==> src/rtl/touch_led_ctrl.sv <==
// Touch-key LED controller: synchronizes and debounces a touch sensor, classifies
// accepted presses as short or long, and steps an LED mode (off/on/slow/fast blink).
module touch_led_ctrl #(
  parameter int unsigned DEB_CYCLES  = 1_000_000,
  parameter int unsigned LONG_CYCLES = 50_000_000,
  parameter int unsigned SLOW_HALF   = 25_000_000,
  parameter int unsigned FAST_HALF   = 5_000_000
) (
  input  logic       clk,
  input  logic       rst_n,
  input  logic       touch_key,
  output logic       led,
  output logic [1:0] mode,
  output logic       short_press,
  output logic       long_press
);

  localparam int unsigned DebW     = $clog2(DEB_CYCLES);
  localparam int unsigned HoldW    = $clog2(LONG_CYCLES + 1);
  localparam int unsigned BlinkMax = (SLOW_HALF > FAST_HALF) ? SLOW_HALF : FAST_HALF;
  localparam int unsigned BlinkW   = $clog2(BlinkMax);

  localparam logic [DebW-1:0]   DebLast  = DebW'(DEB_CYCLES - 1);
  localparam logic [HoldW-1:0]  HoldLast = HoldW'(LONG_CYCLES - 1);
  localparam logic [HoldW-1:0]  HoldSat  = HoldW'(LONG_CYCLES);
  localparam logic [BlinkW-1:0] SlowLast = BlinkW'(SLOW_HALF - 1);
  localparam logic [BlinkW-1:0] FastLast = BlinkW'(FAST_HALF - 1);

  localparam logic [1:0] ModeOff  = 2'd0;
  localparam logic [1:0] ModeOn   = 2'd1;
  localparam logic [1:0] ModeSlow = 2'd2;

  typedef enum logic [2:0] {StIdle, StDebP, StPressed, StLong, StDebR} state_t;

  logic              r_sync, r_key_s, r_armed;
  logic [1:0]        r_vld;
  state_t            r_state, w_state_nxt;
  logic [DebW-1:0]   r_deb_cnt, w_deb_nxt;
  logic [HoldW-1:0]  r_hold_cnt, w_hold_nxt;
  logic              r_tag_long, w_tag_nxt;
  logic              r_short, w_short_nxt;
  logic              r_long, w_long_nxt;
  logic [1:0]        r_mode, w_mode_nxt;
  logic              r_mode_chg;
  logic              r_led, w_led_nxt;
  logic [BlinkW-1:0] r_blink_cnt, w_blink_nxt;
  logic [BlinkW-1:0] w_half_last;

  // Two-flop synchronizer; r_armed demands a low key after reset so a key held
  // through reset cannot start a press until it has been released once.
  always_ff @(posedge clk or negedge rst_n) begin
    if (!rst_n) begin
      r_sync  <= 1'b0;
      r_key_s <= 1'b0;
      r_vld   <= 2'b00;
      r_armed <= 1'b0;
    end else begin
      r_sync  <= touch_key;
      r_key_s <= r_sync;
      r_vld   <= {r_vld[0], 1'b1};
      r_armed <= r_armed | (r_vld[1] & ~r_key_s);
    end
  end

  // Press FSM next-state, counters and press pulses.
  always_comb begin
    w_state_nxt = r_state;
    w_deb_nxt   = r_deb_cnt;
    w_hold_nxt  = r_hold_cnt;
    w_tag_nxt   = r_tag_long;
    w_short_nxt = 1'b0;
    w_long_nxt  = 1'b0;
    case (r_state)
      StIdle: begin
        if (r_armed && r_key_s) begin
          w_state_nxt = StDebP;
          w_deb_nxt   = '0;
        end
      end
      StDebP: begin
        if (!r_key_s) begin
          w_state_nxt = StIdle;
        end else if (r_deb_cnt == DebLast) begin
          w_state_nxt = StPressed;
          w_hold_nxt  = '0;
        end else begin
          w_deb_nxt = r_deb_cnt + DebW'(1);
        end
      end
      StPressed: begin
        if (!r_key_s) begin
          w_state_nxt = StDebR;
          w_deb_nxt   = '0;
          w_tag_nxt   = 1'b0;
        end else if (r_hold_cnt >= HoldLast) begin
          w_state_nxt = StLong;
          w_hold_nxt  = HoldSat;
          w_long_nxt  = 1'b1;
        end else begin
          w_hold_nxt = r_hold_cnt + HoldW'(1);
        end
      end
      StLong: begin
        if (!r_key_s) begin
          w_state_nxt = StDebR;
          w_deb_nxt   = '0;
          w_tag_nxt   = 1'b1;
        end
      end
      StDebR: begin
        if (r_key_s) begin
          // Bounce: resume where we came from, hold count untouched.
          w_state_nxt = r_tag_long ? StLong : StPressed;
        end else if (r_deb_cnt == DebLast) begin
          w_state_nxt = StIdle;
          w_short_nxt = ~r_tag_long;
        end else begin
          w_deb_nxt = r_deb_cnt + DebW'(1);
        end
      end
      default: w_state_nxt = StIdle;
    endcase
  end

  // Mode steps on the same edge that registers a press pulse.
  always_comb begin
    w_mode_nxt = r_mode;
    if (w_long_nxt) begin
      w_mode_nxt = ModeOff;
    end else if (w_short_nxt) begin
      w_mode_nxt = r_mode + 2'd1;
    end
  end

  // LED follows the mode one edge late; a mode change restarts the blink phase high.
  always_comb begin
    w_led_nxt   = r_led;
    w_blink_nxt = r_blink_cnt;
    w_half_last = (r_mode == ModeSlow) ? SlowLast : FastLast;
    if (r_mode_chg) begin
      w_blink_nxt = '0;
      w_led_nxt   = (r_mode != ModeOff);
    end else if (r_mode == ModeOff) begin
      w_blink_nxt = '0;
      w_led_nxt   = 1'b0;
    end else if (r_mode == ModeOn) begin
      w_blink_nxt = '0;
      w_led_nxt   = 1'b1;
    end else if (r_blink_cnt >= w_half_last) begin
      w_blink_nxt = '0;
      w_led_nxt   = ~r_led;
    end else begin
      w_blink_nxt = r_blink_cnt + BlinkW'(1);
    end
  end

  // State, counter and output registers.
  always_ff @(posedge clk or negedge rst_n) begin
    if (!rst_n) begin
      r_state     <= StIdle;
      r_deb_cnt   <= '0;
      r_hold_cnt  <= '0;
      r_tag_long  <= 1'b0;
      r_short     <= 1'b0;
      r_long      <= 1'b0;
      r_mode      <= ModeOff;
      r_mode_chg  <= 1'b0;
      r_led       <= 1'b0;
      r_blink_cnt <= '0;
    end else begin
      r_state     <= w_state_nxt;
      r_deb_cnt   <= w_deb_nxt;
      r_hold_cnt  <= w_hold_nxt;
      r_tag_long  <= w_tag_nxt;
      r_short     <= w_short_nxt;
      r_long      <= w_long_nxt;
      r_mode      <= w_mode_nxt;
      r_mode_chg  <= (w_mode_nxt != r_mode);
      r_led       <= w_led_nxt;
      r_blink_cnt <= w_blink_nxt;
    end
  end

  assign led         = r_led;
  assign mode        = r_mode;
  assign short_press = r_short;
  assign long_press  = r_long;

endmodule

==> config.mk <==
export PLATFORM = sky130hd
export DESIGN_NAME = touch_led_ctrl
export DESIGN_NICKNAME = d
export VERILOG_FILES = /design/src/rtl/touch_led_ctrl.sv
export SDC_FILE = /design/constraint.sdc
export NUM_CORES = 1
export LEC_CHECK = 0
export CAP_MARGIN = 25
export CORE_ASPECT_RATIO = 1.4
export CORE_UTILIZATION = 45
export CTS_CLUSTER_SIZE = 14
export DETAILED_ROUTE_END_ITERATION = 8
export PLACE_DENSITY = 0.73
export SLEW_MARGIN = 15
export SYNTH_ARGS = -nofsm -noshare
export SYNTH_HDL_FRONTEND = slang
export SYNTH_SLANG_ARGS = --single-unit
==> constraint.sdc <==
create_clock -name clk -period 7.64 [get_ports clk]
set_input_delay 1.528 -clock clk [delete_from_list [all_inputs] [get_ports clk]]
set_output_delay 1.528 -clock clk [all_outputs]
set_load 0.01 [all_outputs]
==> summary.md <==
| Metric | Value |
|---|---|
| Total clock sinks | 86 |
| DPL Wire Length | 7.96 mm |
| Post-CTS resize count | 0 |
| Pleak | 2.24 nW |
| M1 WL | 4.92 mm |
| Pin count of the biggest net entering global routing | 54 |
| Share of total power in combinational logic | 0.232 |
| Avg Inst Size Synth | 9.18 um2 |
| Area grow syn2layout | 9.49% |
| Antenna viol nets, final | 0 |
| RSZ-0062 raised after global routing | false |
| Effective utilization at floorplan | 0.464 |
| PnR Total Power | 1.31 mW |
| Async set-reset flop share out of synthesis | 1.00 |
| Tightest Hold Check Type | reg2reg |
| Skew final | 0.0119 ns |
| Switching pwr | 427 uW |
| Syn Nets | 589 |
| Syn Inst Count | 573 |
| Register area | 2150 um2 |
| Fmax | 0.308 GHz |
| Vias in the first global route | 4,317 |
| VDD IR max | 0.135 mV |
| Clock group share of total power | 0.370 |
| Core Util, Final | 0.508 |
| Placer Congestion | 0.843 |
| Root Buffer | clkbuf_16 |
| Int Power | 883 uW |
| Outcome | complete, no violations |
| CP Launch Type | flip-flop |
| Via Count | 4,443 |
| Yosys top cell area share | 0.409 |
| Dpl cells | 698 |
| Yosys cell types | 71 |
| Gr ovfl total | 0 |
| Final #Nets | 582 |
| Antenna violations before repair | 0 |
| CTS Buffer Depth | 2 |
| Hold slack | 0.347 ns |
| First-pass GRT wire length | 20.1 mm |
| Sequential share of the synthesized area | 0.409 |
| Setup bufs post-CTS | 0 |
| Max-Cap Viols | 0 |
| GRT Overall Usage | 0.207 |
| Number of enable flip-flop cells after synthesis | 0 |
| Fill cells | 1,045 |
| Final Cycle Share | 0.424 |
| Final setup TNS | 0 ns |
| Non-Filler Instances | 715 |
| Data required, critical path | 7.87 ns |
| Worst-margin pin slew | 1.01 ns |
| Seq cells post-synth | 86 |
| Port bufs | 7 |
| Final worst slack | 4.40 ns |
| H-tree depth | 3 |
| Sw frac | 0.326 |
| Crit-path max FO | 26 |
| Highest routing layer actually used | met4 |
| Die width | 93.4 um |
| Synth Cell Area | 5260 um2 |
| # rows | 46 |
| Dpl ws | 4.47 ns |
| Drt drc | 0 |
| WP data arrival | 3.47 ns |
| Syn. warnings | 0 |
| Avg Vias per Cell | 6.21 |
| WL per Instance | 16.4 um |
| Most numerous cell in the Yosys netlist | dfrtp_1 |
| Post-route design area | 5760 um2 |
| Drt first-iter violations | 221 |
| Final Max Tran Viols | 0 |
| CTS Buf Count | 9 |
| Post-synth top cells | dfrtp_1 (86), nor2_1 (53), nand2_1 (35) |
| Placed instance area | 5420 um2 |
| Worst setup path category | reg2reg |
| Crit path time final | 3.24 ns |
| WL final | 11.7 mm |
| Die ar. | 12,100 um2 |
| Core Area | 11,300 um2 |
| Drt pass-1 iters | 6 |
| Max-slew headroom | 0.319 |
| Share of cells above drive strength 1 | 0.0753 |
| Hold_buf cts | 0 |
| Antenna cells | 0 |
| Met2 Routed Length | 6.08 mm |
| CTS tree | yes |
| Area of the multi-input gates | 2880 um2 |
| Commonest register cell after synthesis | dfrtp_1 |
| Final Hold Viols | 0 |
| PD cells | 227 nW/um2 |
| Clock Latency Late Sink | 0.34 ns |
| Number of placed I/O pins | 8 |
| Flop pwr share | 0.398 |
| Largest cells by area after synthesis | dfrtp_1 (41%), nor2_1 (3.8%), xnor2_1 (3.2%) |
| Leading area contributor after synthesis | dfrtp_1 |
| Met3 wire length | 485 um |
| Chip height | 130 um |
| Final setup fails | 0 |
| CTS clk-pin slew, worst paths | 0.07 ns |
| CP endpoint kind | flip-flop |
critical path, cell delays in order, from the launching register on:
cell	delay, ns
dfrtp_1	0.42
inv_1	0.15
ha_1	0.22
inv_1	0.13
ha_1	0.32
nand4b_1	0.13
nor4b_1	0.47
o311a_1	0.26
a211o_1	0.65
mux2_1	0.38
power groups by stage:
| stage | registers (mW) | clock network (mW) | logic, mW |
|---|---|---|---|
| finish | 0.521 | 0.485 | 0.304 |
| global route | 0.527 | 0.514 | 0.345 |
| CTS | 0.520 | 0.493 | 0.305 |
| detailed placement | 0.528 | 0 | 0.305 |
| global placement | 0.526 | 0 | 0.280 |
| floorplan | 0.504 | 0 | 0.252 |
cell families (layout without fill, tap and decap cells):
kind of cell	after synthesis	after routing	share of synthesized area
AO/OA/AOI/OAI	128	128	0.171
XOR/XNOR	25	25	0.0416
adder cells (fa/ha/maj)	13	13	0.0309
buffers and inverters	56	54	0.0437
flip-flops	86	86	0.409
multiplexers	18	18	0.0349
other	1	1	0.000713
AND/OR/NAND/NOR	246	246	0.268
sequential cells by signal, summed over array words and instances, names as in the netlist:
| name | count |
|---|---|
| r_hold_cnt | 26 |
| r_blink_cnt | 25 |
| r_deb_cnt | 20 |
| r_state | 3 |
| mode | 2 |
| r_vld | 2 |
| led | 1 |
| long_press | 1 |
| r_armed | 1 |
| r_key_s | 1 |
| r_mode_chg | 1 |
| r_sync | 1 |
| r_tag_long | 1 |
| short_press | 1 |
placed cells by master, fill, tap and decap left out, drive strengths merged, types with 4 or more instances in the layout:
master and instances:
nor2b 5, or4 10, nor2 54, nor4 15, inv 26, and4 10
clkdlybuf4s50 6, nor3 9, a31oi 21, nand2 35, o21ai 23, or4b 6
o211ai 9, and2 5, xor2 6, mux2i 15, and3 12, a41oi 4
nor3b 4, or2 5, o31ai 4, nand3b 6, a21oi 20, buf 7
a2111oi 4, xnor2 19, o21bai 14, nand4 21, clkbuf 10, or3 5
nand3 31, ha 13, dfrtp 86
layout make-up:
class                   instances  share of cell area
clock buffers                  10              0.0415
well taps                     144              0.0313
multi-input cells             431               0.500
flip-flops and latches         86               0.374
repair buffers                 13              0.0208
clock inverters                 6              0.0163
inverters                      25              0.0163
per-layer routing:
layer / vias to the layer above / GRT usage
met1: 2171 / 0.248
met5: - / 0
met4: 0 / 0.0905
met3: 20 / 0.0332
met2: 119 / 0.367
li1: 2133 / -
worst paths after layout:
| kind | to | cells past startpoint | start | slack, ns |
|---|---|---|---|---|
| setup / recovery | led | 9 | mode[0] | 4.40 |
| hold / removal | r_vld[1] | 0 | r_vld[0] | 0.35 |
| setup reg to reg | led | 9 | mode[0] | 4.40 |
| hold reg to reg | r_vld[1] | 0 | r_vld[0] | 0.35 |
| max in group asynchronous | r_key_s | 2 | rst_n | 5.47 |
| min in group asynchronous | r_blink_cnt[0] | 1 | rst_n | 1.12 |
Note: power is estimated with default switching activity, not from simulation.
